$ cat config.mk
export PLATFORM = sky130hd
export DESIGN_NAME = pipeline_control_unit
export DESIGN_NICKNAME = d
export VERILOG_FILES = /design/src/rtl/pipeline_control_unit.sv
export SDC_FILE = /design/constraint.sdc
export NUM_CORES = 1
export LEC_CHECK = 0
export ABC_AREA = 1
export CAP_MARGIN = 20
export CORE_ASPECT_RATIO = 0.7
export CORE_UTILIZATION = 53
export CTS_BUF_LIST = sky130_fd_sc_hd__clkbuf_8
export CTS_CLUSTER_SIZE = 24
export DETAILED_ROUTE_END_ITERATION = 8
export GPL_ROUTABILITY_DRIVEN = 1
export GPL_TIMING_DRIVEN = 0
export PLACE_DENSITY = 0.87
export SLEW_MARGIN = 20
export SYNTH_ARGS = -nofsm -noshare
export SYNTH_HDL_FRONTEND = slang
export SYNTH_SLANG_ARGS = --single-unit
$ cat constraint.sdc
create_clock -name clk_i -period 3.9 [get_ports clk_i]
set_input_delay 0.585 -clock clk_i [delete_from_list [all_inputs] [get_ports clk_i]]
set_output_delay 0.585 -clock clk_i [all_outputs]
set_load 0.005 [all_outputs]
$ cat src/rtl/pipeline_control_unit.sv
// Main control for a 5-stage MIPS pipeline.
// Decodes the ID instruction and carries the EX/MEM/WB control bundles through the
// ID/EX, EX/MEM and MEM/WB control registers. Inserts a bubble on a load-use hazard,
// holds EX while a multi-cycle MUL runs, and flushes IF/ID for taken branches and jumps.
//
// Ports:
//   clk_i        clock, rising edge
//   rst_i        synchronous active-low reset
//   valid_i      IF/ID holds a real instruction
//   op_i         opcode
//   funct_i      function field (R-type only)
//   rs_i, rt_i   source register fields of the ID instruction
//   branch_eq_i  rs == rt comparator result from ID
//   jump_o       J in ID, PC takes the jump target
//   branch_o     taken BEQ in ID
//   stall_o      hold PC and IF/ID
//   flush_o      zero IF/ID on the next edge
//   ex_ctrl_o    {ALUop, ALUsrc, RegDst} from ID/EX
//   mem_ctrl_o   {MEM_cs, MEM_we} from EX/MEM
//   wb_ctrl_o    {Reg_we, MemToReg} from MEM/WB
//   mul_busy_o   a MUL is occupying EX
//   illegal_o    sticky undefined opcode/funct flag
module pipeline_control_unit #(
  parameter int unsigned ALUOP_W   = 3,
  parameter int unsigned REG_AW    = 5,
  parameter int unsigned MUL_LAT   = 3,
  parameter bit          HAZARD_EN = 1'b1
) (
  input  logic               clk_i,
  input  logic               rst_i,
  input  logic               valid_i,
  input  logic [5:0]         op_i,
  input  logic [5:0]         funct_i,
  input  logic [REG_AW-1:0]  rs_i,
  input  logic [REG_AW-1:0]  rt_i,
  input  logic               branch_eq_i,
  output logic               jump_o,
  output logic               branch_o,
  output logic               stall_o,
  output logic               flush_o,
  output logic [ALUOP_W+1:0] ex_ctrl_o,
  output logic [1:0]         mem_ctrl_o,
  output logic [1:0]         wb_ctrl_o,
  output logic               mul_busy_o,
  output logic               illegal_o
);

  localparam logic [5:0] OpRtype = 6'b000000;
  localparam logic [5:0] OpJ     = 6'b000010;
  localparam logic [5:0] OpBeq   = 6'b000100;
  localparam logic [5:0] OpAddi  = 6'b001000;
  localparam logic [5:0] OpLw    = 6'b100011;
  localparam logic [5:0] OpSw    = 6'b101011;

  localparam logic [5:0] FnAdd = 6'b100000;
  localparam logic [5:0] FnSub = 6'b100010;
  localparam logic [5:0] FnMul = 6'b011000;
  localparam logic [5:0] FnAnd = 6'b100100;
  localparam logic [5:0] FnOr  = 6'b100101;

  localparam logic [ALUOP_W-1:0] AluAdd = ALUOP_W'(0);
  localparam logic [ALUOP_W-1:0] AluSub = ALUOP_W'(1);
  localparam logic [ALUOP_W-1:0] AluMul = ALUOP_W'(2);
  localparam logic [ALUOP_W-1:0] AluAnd = ALUOP_W'(3);
  localparam logic [ALUOP_W-1:0] AluOr  = ALUOP_W'(4);

  localparam bit         MulStalls = (MUL_LAT > 1);
  localparam logic [3:0] MulCnt    = 4'(MUL_LAT - 1);

  typedef struct packed {
    logic [ALUOP_W-1:0] alu_op;
    logic               alu_src;
    logic               reg_dst;
    logic               mem_cs;
    logic               mem_we;
    logic               reg_we;
    logic               mem_to_reg;
  } ctrl_t;

  typedef enum logic [0:0] {StIdle, StBusy} state_e;

  ctrl_t             dec;
  logic              dec_illegal;
  ctrl_t             idex_q, idex_d;
  logic [REG_AW-1:0] idex_rt_q, idex_rt_d;
  logic [3:0]        exmem_q, exmem_d;  // {cs, we, reg_we, mem_to_reg}
  logic [1:0]        memwb_q, memwb_d;  // {reg_we, mem_to_reg}
  state_e            state_q, state_d;
  logic [3:0]        cnt_q, cnt_d;
  logic              illegal_q, illegal_d;
  logic              mul_busy, luse, stall;

  // ID decode; a non-valid slot always decodes to a bubble.
  always_comb begin
    dec         = '0;
    dec_illegal = 1'b0;
    unique case (op_i)
      OpRtype: begin
        dec.reg_dst = 1'b1;
        dec.reg_we  = 1'b1;
        unique case (funct_i)
          FnAdd:   dec.alu_op = AluAdd;
          FnSub:   dec.alu_op = AluSub;
          FnMul:   dec.alu_op = AluMul;
          FnAnd:   dec.alu_op = AluAnd;
          FnOr:    dec.alu_op = AluOr;
          default: begin
            dec         = '0;
            dec_illegal = 1'b1;
          end
        endcase
      end
      OpAddi: begin
        dec.alu_src = 1'b1;
        dec.reg_we  = 1'b1;
      end
      OpLw: begin
        dec.alu_src    = 1'b1;
        dec.mem_cs     = 1'b1;
        dec.reg_we     = 1'b1;
        dec.mem_to_reg = 1'b1;
      end
      OpSw: begin
        dec.alu_src = 1'b1;
        dec.mem_cs  = 1'b1;
        dec.mem_we  = 1'b1;
      end
      OpBeq, OpJ: dec = '0;
      default:    dec_illegal = 1'b1;
    endcase
    if (!valid_i) begin
      dec         = '0;
      dec_illegal = 1'b0;
    end
  end

  always_comb begin
    mul_busy = (state_q == StBusy);
    luse     = HAZARD_EN & idex_q.mem_cs & ~idex_q.mem_we & valid_i &
               ((idex_rt_q == rs_i) | (idex_rt_q == rt_i));
    stall    = luse | mul_busy;

    // A running MUL holds ID/EX, which takes priority over the load-use bubble.
    idex_d    = idex_q;
    idex_rt_d = idex_rt_q;
    if (!mul_busy) begin
      if (luse) begin
        idex_d    = '0;
        idex_rt_d = '0;
      end else begin
        idex_d    = dec;
        idex_rt_d = valid_i ? rt_i : '0;
      end
    end

    exmem_d = mul_busy ? 4'b0000
                       : {idex_q.mem_cs, idex_q.mem_we, idex_q.reg_we, idex_q.mem_to_reg};
    memwb_d = exmem_q[1:0];

    // BUSY is entered on the edge a MUL is loaded into ID/EX, so it covers the first
    // MUL_LAT-1 EX cycles; the final EX cycle runs with the FSM back in IDLE.
    state_d = state_q;
    cnt_d   = cnt_q;
    unique case (state_q)
      StIdle: begin
        if (MulStalls && (idex_d.alu_op == AluMul)) begin
          state_d = StBusy;
          cnt_d   = MulCnt;
        end
      end
      StBusy: begin
        if (cnt_q <= 4'd1) begin
          state_d = StIdle;
          cnt_d   = 4'd0;
        end else begin
          cnt_d = cnt_q - 4'd1;
        end
      end
      default: begin
        state_d = StIdle;
        cnt_d   = 4'd0;
      end
    endcase

    illegal_d = illegal_q | dec_illegal;
  end

  always_ff @(posedge clk_i) begin
    if (!rst_i) begin
      idex_q    <= '0;
      idex_rt_q <= '0;
      exmem_q   <= '0;
      memwb_q   <= '0;
      state_q   <= StIdle;
      cnt_q     <= 4'd0;
      illegal_q <= 1'b0;
    end else begin
      idex_q    <= idex_d;
      idex_rt_q <= idex_rt_d;
      exmem_q   <= exmem_d;
      memwb_q   <= memwb_d;
      state_q   <= state_d;
      cnt_q     <= cnt_d;
      illegal_q <= illegal_d;
    end
  end

  assign stall_o    = stall;
  assign mul_busy_o = mul_busy;
  assign jump_o     = valid_i & ~stall & (op_i == OpJ);
  assign branch_o   = valid_i & ~stall & (op_i == OpBeq) & branch_eq_i;
  assign flush_o    = jump_o | branch_o;
  assign ex_ctrl_o  = {idex_q.alu_op, idex_q.alu_src, idex_q.reg_dst};
  assign mem_ctrl_o = exmem_q[3:2];
  assign wb_ctrl_o  = memwb_q;
  assign illegal_o  = illegal_q;

endmodule

; ---- Word-level counts from Yosys, hierarchy flattened
; Cells that the tools add are included.
[classes]
n_bitwise = 15
magnitude_cmp = 1
n_eq_ne = 14
n_shift = 0
multipliers = 0
n_mux = 23
div = 0
addsub = 1
reduce_logical = 7
[ops]
columns = cell, count
row1 = $eq 6x6->1 const B, 6
row2 = $mux 9, 3
row3 = $mux 5, 3
row4 = $pmux 1 s2, 7
row5 = $pmux 3 s4, 1
row6 = $eq 5x5->1, 2
row7 = $reduce_or 5->1, 2
row8 = $mux 4, 2
row9 = $pmux 4 s2, 1
row10 = $and 1x1->1, 7
row11 = $eq 6x2->1 const B, 1
row12 = $eq 6x3->1 const B, 1
row13 = $eq 6x4->1 const B, 1
row14 = $eq 6x5->1 const B, 1
row15 = $logic_not 6->1, 1
row16 = $reduce_or 2->1, 3
row17 = $mux 1, 5
row18 = $le 4x1->1 const B, 1
row19 = $not 1->1, 4
row20 = $or 1x1->1, 4
row21 = $sub 4x1->4 const B, 1
row22 = $eq 3x2->1 const B, 1
row23 = $mux 3, 1
row24 = $reduce_or 3->1, 1
row25 = $ne 2x2->1 const B, 1
[totals]
n_memories = 0
input_bits = 26
mem_bits_rw = 0
latchBits = 0
output_inout_bits = 15
elab_cells = 74
mem_bits_ro = 0
reg_bits = 26

; ---- Logic depth before layout (Yosys ltp)
; Gate-level depths: netlist (run 1).
[logic_depth]
word_depth = 10
ltp_mapped = 14
depth_no_buf = 14

; ---- Worst setup path before layout (run 1)
; No wires, ideal clock.
[synth_path]
kind = input to output
startpoint = in op_i[2]
endpoint = out flush_o
required_time_ps = 3315
path_stages = 5
path_slack_ps = 2008
t_arrival_ps = 1307
path_buffers = 0
path_cell_list = nor2_1 > inv_1 > nor4_1 > inv_1 > a21oi_1
[synth_via]
elab_chain_len = 4
elab_cells_between_ends = 6
classes_between = eq/ne (2) / bitwise (4)
[synth_rtl]
columns = item, line
row1 = from (decl), 32  ; input logic [5:0] op_i,
row2 = $eq 6x3->1, 211  ; assign branch_o = valid_i & ~stall & (op_i == OpBeq) & branch_eq_i;
row3 = $and 1x1->1 (2 in a row), 211
row4 = $or 1x1->1 *, 212  ; assign flush_o = jump_o | branch_o;
row5 = to (decl), 40  ; output logic flush_o,
; Every way passes the cells marked *; elsewhere a longest branch is shown, timed or not.

; ---- Worst setup path after layout (run 1)
[layout_path]
startpoint = in op_i[3]
endpoint = out flush_o
; The elaborated chain is that of the path after synthesis.

==> results of run 1 <==
[power by group through the flow]
stage | Clock [mW] | Sequential, mW | Combinational [mW]
4_1_cts | 0.225 | 0.273 | 0.0797
3_3_place_gp | 0 | 0.279 | 0.0775
3_5_place_dp | 0 | 0.279 | 0.0789
6_report | 0.222 | 0.273 | 0.0796
5_1_grt | 0.239 | 0.273 | 0.0895
2_1_floorplan | 0 | 0.278 | 0.0375
[placed cells by master (no fill, tap or decap), types with 3 or more instances in the layout]
cell type        synthesis  layout
nand2_1                 46      46
clkdlybuf4s50_1          0      40
nor2_1                  38      38
inv_1                   36      36
dfxtp_1                 26      26
a21oi_1                 14      14
nand3_1                 10      10
buf_4                    7       7
inv_2                    6       6
nand4_1                  6       6
o21ai_0                  6       6
o22ai_1                  3       3
clkbuf_8                 0       3
[sequential cells by signal, indices dropped and copies added, names as in the netlist]
| signal | count |
|---|---|
| ex_ctrl_o | 5 |
| idex_rt_q | 5 |
| cnt_q | 4 |
| exmem_q | 4 |
| idex_q | 4 |
| wb_ctrl_o | 2 |
| illegal_o | 1 |
| mul_busy_o | 1 |
[cells by family (layout without fill, tap and decap cells)]
kind of cell / after synthesis / in the layout
flip-flops: 26 / 26
AND/OR/NAND/NOR: 113 / 113
buffers and inverters: 53 / 97
AO/OA/AOI/OAI: 29 / 29
adder cells (fa/ha/maj): 2 / 2
XOR/XNOR: 4 / 4
[cell usage after synthesis, drive strengths merged]
| cell | instances | area, sq um |
|---|---|---|
| clkinv | 1 | 3.75 |
| o22ai | 3 | 18.8 |
| o21bai | 1 | 7.51 |
| nand4 | 6 | 37.5 |
| nand3 | 12 | 77.6 |
| buf | 8 | 57.6 |
| clkbuf | 2 | 7.51 |
| inv | 42 | 158 |
| nor4 | 2 | 12.5 |
| nand2 | 49 | 196 |
| dfxtp | 26 | 521 |
| nor2 | 40 | 160 |
| or2 | 1 | 6.26 |
| xnor2 | 2 | 17.5 |
| o21ai | 8 | 40.0 |
| xor2 | 2 | 17.5 |
| a21oi | 15 | 78.8 |
| nor3 | 3 | 20.0 |
| a31oi | 2 | 12.5 |
| ha | 2 | 25.0 |
[path summary, 6_finish.rpt]
kind,cells past startpoint,end,startpoint,slack [ps]
setup / recovery,7,flush_o,op_i[3],910
hold / removal,2,wb_ctrl_o[1]$_SDFF_PN0_,exmem_q[1]$_SDFF_PP0_,420
setup reg to reg,11,cnt_q[2]$_SDFFE_PN0P_,idex_rt_q[0]$_SDFFE_PN0N_,2340
hold reg to reg,2,wb_ctrl_o[1]$_SDFF_PN0_,exmem_q[1]$_SDFF_PP0_,420
[layer usage]
layer  vias to the layer above  GRT usage [%]  part of all wire (%)
li1                        796              -                     -
met1                       637           33.2                    51
met2                        50           41.3                    42
met3                         4           5.20                   6.2
met4                         0           7.39                   1.1
met5                         -              0                     0
[worst reg2reg max path, stage by stage (launching register included)]
cell,delay (ps)
dfxtp_1,400
nor2_1,70
nor2_1,100
nor2_1,40
nand3_1,70
nand2_2,70
nand2_4,100
nand2_1,80
a21oi_2,180
nand3_2,130
nand3_1,110
a21oi_1,80
[final cells by class]
type,count,share of cell area [%]
inverters,43,8.11
plain buffers,10,3.27
flip-flops and latches,26,26.2
repair buffers,40,20.1
multi-input cells,148,36.6
well taps,34,2.14
clock buffers,3,2.08
clock inverters,1,1.51
==> results.yml, run 1 <==
synth:
  synth_seq_area_share_pct: 35.3
  postSynthAreaPerCell_sq_um: 6.50
  syn_inst: 227
  synth_area_sq_um: 1480
  ys_seq_elements: 26
  synth-simple-area-share_pct: 34.6
  synth_xor_area_share_pct: 2.37
  synth_nets: 255
  synth_compound_area_share_pct: 10.7
  synthMuxAreaShare_pct: 0
  yosysUniqueCellTypes: 31
  synth_top_family_by_area: "simple AND/OR/NAND/NOR gates"
  synth_warnings: 0
  synth_fa_ha_area_share_pct: 1.70
placement:
  place_hpwl_mm: 2.46
  place.gp.congestion: 0.812
  dp_slack_ps: 940
  placed_area_sq_um: 1920
  dp_cells: 301
  numPortBuffers: 40
power:
  leakage_nw: 0.885
  power_frac_comb_pct: 13.9
  clockPowerShare_pct: 38.7
  irDropWorstVdd_mv: 0.396
  p_total_mw: 0.574
  p_int_mw: 0.448
  power.switching_mw: 0.127
  power_density_nw_per_um2: 289
  power_frac_seq_pct: 47.4
  swShare_pct: 22.1
global_route:
  grt_pass1_vias: 1314
  grt_use_total_pct: 24.9
  grt_max_degree: 16
  antenna_found_initial: 0
  grt_pass1_wl_mm: 5.59
  grt.overflow.total: 0
route:
  ant_nets: 0
  firstDrtPassIters: 4
  vias: 1487
  routed_wl_mm: 3.30
  viasPerCell: 4.88
  detail_route.iter0.violations: 73
  route.detailed.drc: 0
  wl_per_cell_microns: 10.8
setup_path:
  critPathSlowestCell: "clkdlybuf4s50_1"
  worstPathArrival_ps: 2410
  crit_family: "buffers and inverters"
  crit_fanout: 3
  startpoint_type: "input pin"
  critPathCaptureType: "output port"
  critPathBufInv: 4
  critPathKind: "input pin to output port"
  critical_path.cell_chain: "clkdlybuf4s50_1, nor2_1, inv_1, nor4_1, inv_1, a21oi_1, clkdlybuf4s50_1"
  critical-path-max-stage-delay_ps: 510
  worstPathRequired_ps: 3310
timing:
  fin_skew_ps: 5.06
  fin_ws_ps: 905
  maxSlewHeadroom_pct: 66.9
  rsz0062_at_grt: "false"
  worstMarginPinSlew_ps: 497
  hold_slack_ps: 424
  setup_viol: 0
  slew_viol_final: 0
  finalHoldViolCount: 0
  post-route-period-util_pct: 76.8
  finalCriticalPeriod_ps: 2990
  tns_ps: 0
  fmax_mhz: 334
layout:
  antenna_cells: 0
  multi_input_area_sq_um: 728
  final_nets: 300
  postLayoutCoreUtil_pct: 77.9
  regArea_sq_um: 520
  layout.cells.non_filler: 305
  nFillCells: 190
  layout-drive-gt1-share_pct: 9.96
  area_delta_synth_final_pct: 34.9
  fin_area_sq_um: 1990
cts:
  clkSinkCount: 26
  cts.htree.levels: 1
  clk_latency_ps: 270
  numCtsBuffers: 3
  cts_setup_buffers: 0
  clk_pin_slew_ps: 90
  cts_resized: 0
  clockRootBuffer: "clkbuf_8"
  ctsHoldBuffers: 0
  cts_tree: "done"
  cts_max_path_buffers: 2
worst_hold_path:
  hp-class: "flip-flop to flip-flop"
run:
  cap_violations: 0
die:
  die_area_sq_um: 3000
  fp.dieH_microns: 46.1
  coreArea_sq_um: 2550
  die_width_microns: 65.1
  start_util_pct: 57.8
  rows: 15
  io_pins: 41
run_status:
  status: "finished, final reports clean"
(Power assumes the default switching activity.)
==> run 2: changes to the inputs <==
- CORE_UTILIZATION: 53 -> 49
- PLACE_DENSITY: 0.87 -> 0.81
- clock period: 3.9 -> 2.85 ns (I/O delays scaled with it)
==> results.yml, run 2 (synthesized netlist as in run 1, its figures left out) <==
run_status:
  status: "finished, final reports clean"
timing:
  fin_skew_ps: 3.85
  maxSlewHeadroom_pct: 69.6
  setup_viol: 0
  fin_ws_ps: 211
  tns_ps: 0
  finalHoldViolCount: 0
  slew_viol_final: 0
  finalCriticalPeriod_ps: 2640
  rsz0062_at_grt: "false"
  post-route-period-util_pct: 92.6
  hold_slack_ps: 417
  fmax_mhz: 379
  worstMarginPinSlew_ps: 456
die:
  die_area_sq_um: 3240
  die_width_microns: 67.6
  fp.dieH_microns: 47.9
  coreArea_sq_um: 2820
  start_util_pct: 52.3
  io_pins: 41
  rows: 16
global_route:
  grt.overflow.total: 0
  grt_pass1_vias: 1177
  grt_max_degree: 16
  grt_use_total_pct: 21.2
  antenna_found_initial: 0
  grt_pass1_wl_mm: 5.02
power:
  irDropWorstVdd_mv: 0.346
  power_density_nw_per_um2: 390
  p_total_mw: 0.780
  leakage_nw: 0.885
setup_path:
  startpoint_type: "input pin"
  crit_fanout: 10
  reg2reg_from: "idex_rt_q[0]$_SDFFE_PN0N_"
  worstReg2RegEnd: "cnt_q[2]$_SDFFE_PN0P_"
  critPathKind: "input pin to output port"
  reg2reg_depth: 13
  worstPathArrival_ps: 2210
  rrSetupSlack_ps: 1290
  critPathCaptureType: "output port"
  worstPathRequired_ps: 2420
cts:
  clockRootBuffer: "clkbuf_8"
  cts_tree: "done"
  cts_setup_buffers: 0
  cts.htree.levels: 1
  numCtsBuffers: 3
  clkSinkCount: 26
  clk_latency_ps: 270
  cts_max_path_buffers: 2
  clk_pin_slew_ps: 90
worst_hold_path:
  hold_end: "wb_ctrl_o[0]$_SDFF_PN0_"
  hp-class: "flip-flop to flip-flop"
  min-delay-start: "exmem_q[0]$_SDFF_PP0_"
  hold_depth: 2
placement:
  place.gp.congestion: 0.847
  numPortBuffers: 40
  dp_slack_ps: 132
  place_hpwl_mm: 2.39
  placed_area_sq_um: 1920
layout:
  final_common_cell: "nand2_1"
  final_nets: 300
  area_delta_synth_final_pct: 35.5
  layout-drive-gt1-share_pct: 10.3
  nFillCells: 259
  layout_common_cells: "46 x nand2_1, 40 x clkdlybuf4s50_1, 38 x nor2_1, 36 x inv_1, 26 x dfxtp_1"
  antenna_cells: 0
  fin_area_sq_um: 2000
route:
  firstDrtPassIters: 4
  ant_nets: 0
  viasPerCell: 4.74
  vias: 1455
  routed_wl_mm: 3.15
  wl_per_cell_microns: 10.3
  route.detailed.drc: 0
  detail_route.iter0.violations: 41
run:
  cap_violations: 0
## run 2: cell types whose count changed in the layout (fill, tap and decap cells not counted)
| cell | before | now |
|---|---|---|
| nor4_1 | 2 | 1 |
| nor4_2 | 0 | 1 |
## run 2: what timing repair did
item / CTS / global route
setup endpoints to repair: 0 / 2
hold endpoints to repair: 0 / 0
resized for setup: 0 / 1
hold buffers: 0 / 0
## run 2: how the worst max path moves through the flow
stage	startpoint	end	cells after the start
6_report	rt_i[0]	flush_o	10
5_1_grt	op_i[0]	flush_o	7
4_1_cts	op_i[3]	flush_o	7
3_5_place_dp	op_i[3]	flush_o	7
3_3_place_gp	op_i[3]	flush_o	7
2_1_floorplan	op_i[2]	flush_o	5
## run 2: layout make-up
cell class	instances	area, sq um	share of cell area (%)
flip-flops and latches	26	520	26.0
inverters	43	161	8.08
plain buffers	10	65.1	3.26
repair buffers	40	400	20.0
well taps	36	45.0	2.25
multi-input cells	148	734	36.8
clock buffers	3	41.3	2.07
clock inverters	1	30.0	1.50
## run 2: stage by stage
stage,util (%),std cells
after CTS,70.6,307
final,70.8,307
after global routing,70.8,307
after detailed placement,68.0,303
after floorplan,-,227
after global placement,68.0,303
## run 2: worst max-delay path: stages
cell	delay (ps)
clkdlybuf4s50_1	510
nor2_1	50
nor2_1	100
nor2_1	50
nand3_1	70
nand2_2	70
nand2_4	110
nand3_4	140
a21oi_1	150
clkdlybuf4s50_1	530
## run 2: layer usage
metal  track usage [%]  vias up  part of all wire (%)
li1                  -      796                     -
met3              5.00        2                   4.4
met5                 0        -                     0
met2              36.2       35                    43
met4              2.55        0                  0.38
met1              28.1      622                    53
## run 2: where the power goes
part / switching, mW / internal, mW
Clock: 0.110 / 0.188
Sequential: 0.00459 / 0.369
Combinational: 0.0529 / 0.0559
Total: 0.168 / 0.612
==> run 3: changes to the inputs <==
- SLEW_MARGIN: 20 -> default
==> results of run 3 <==
The final DEF is identical to that of run 2; final timing and power are the same.
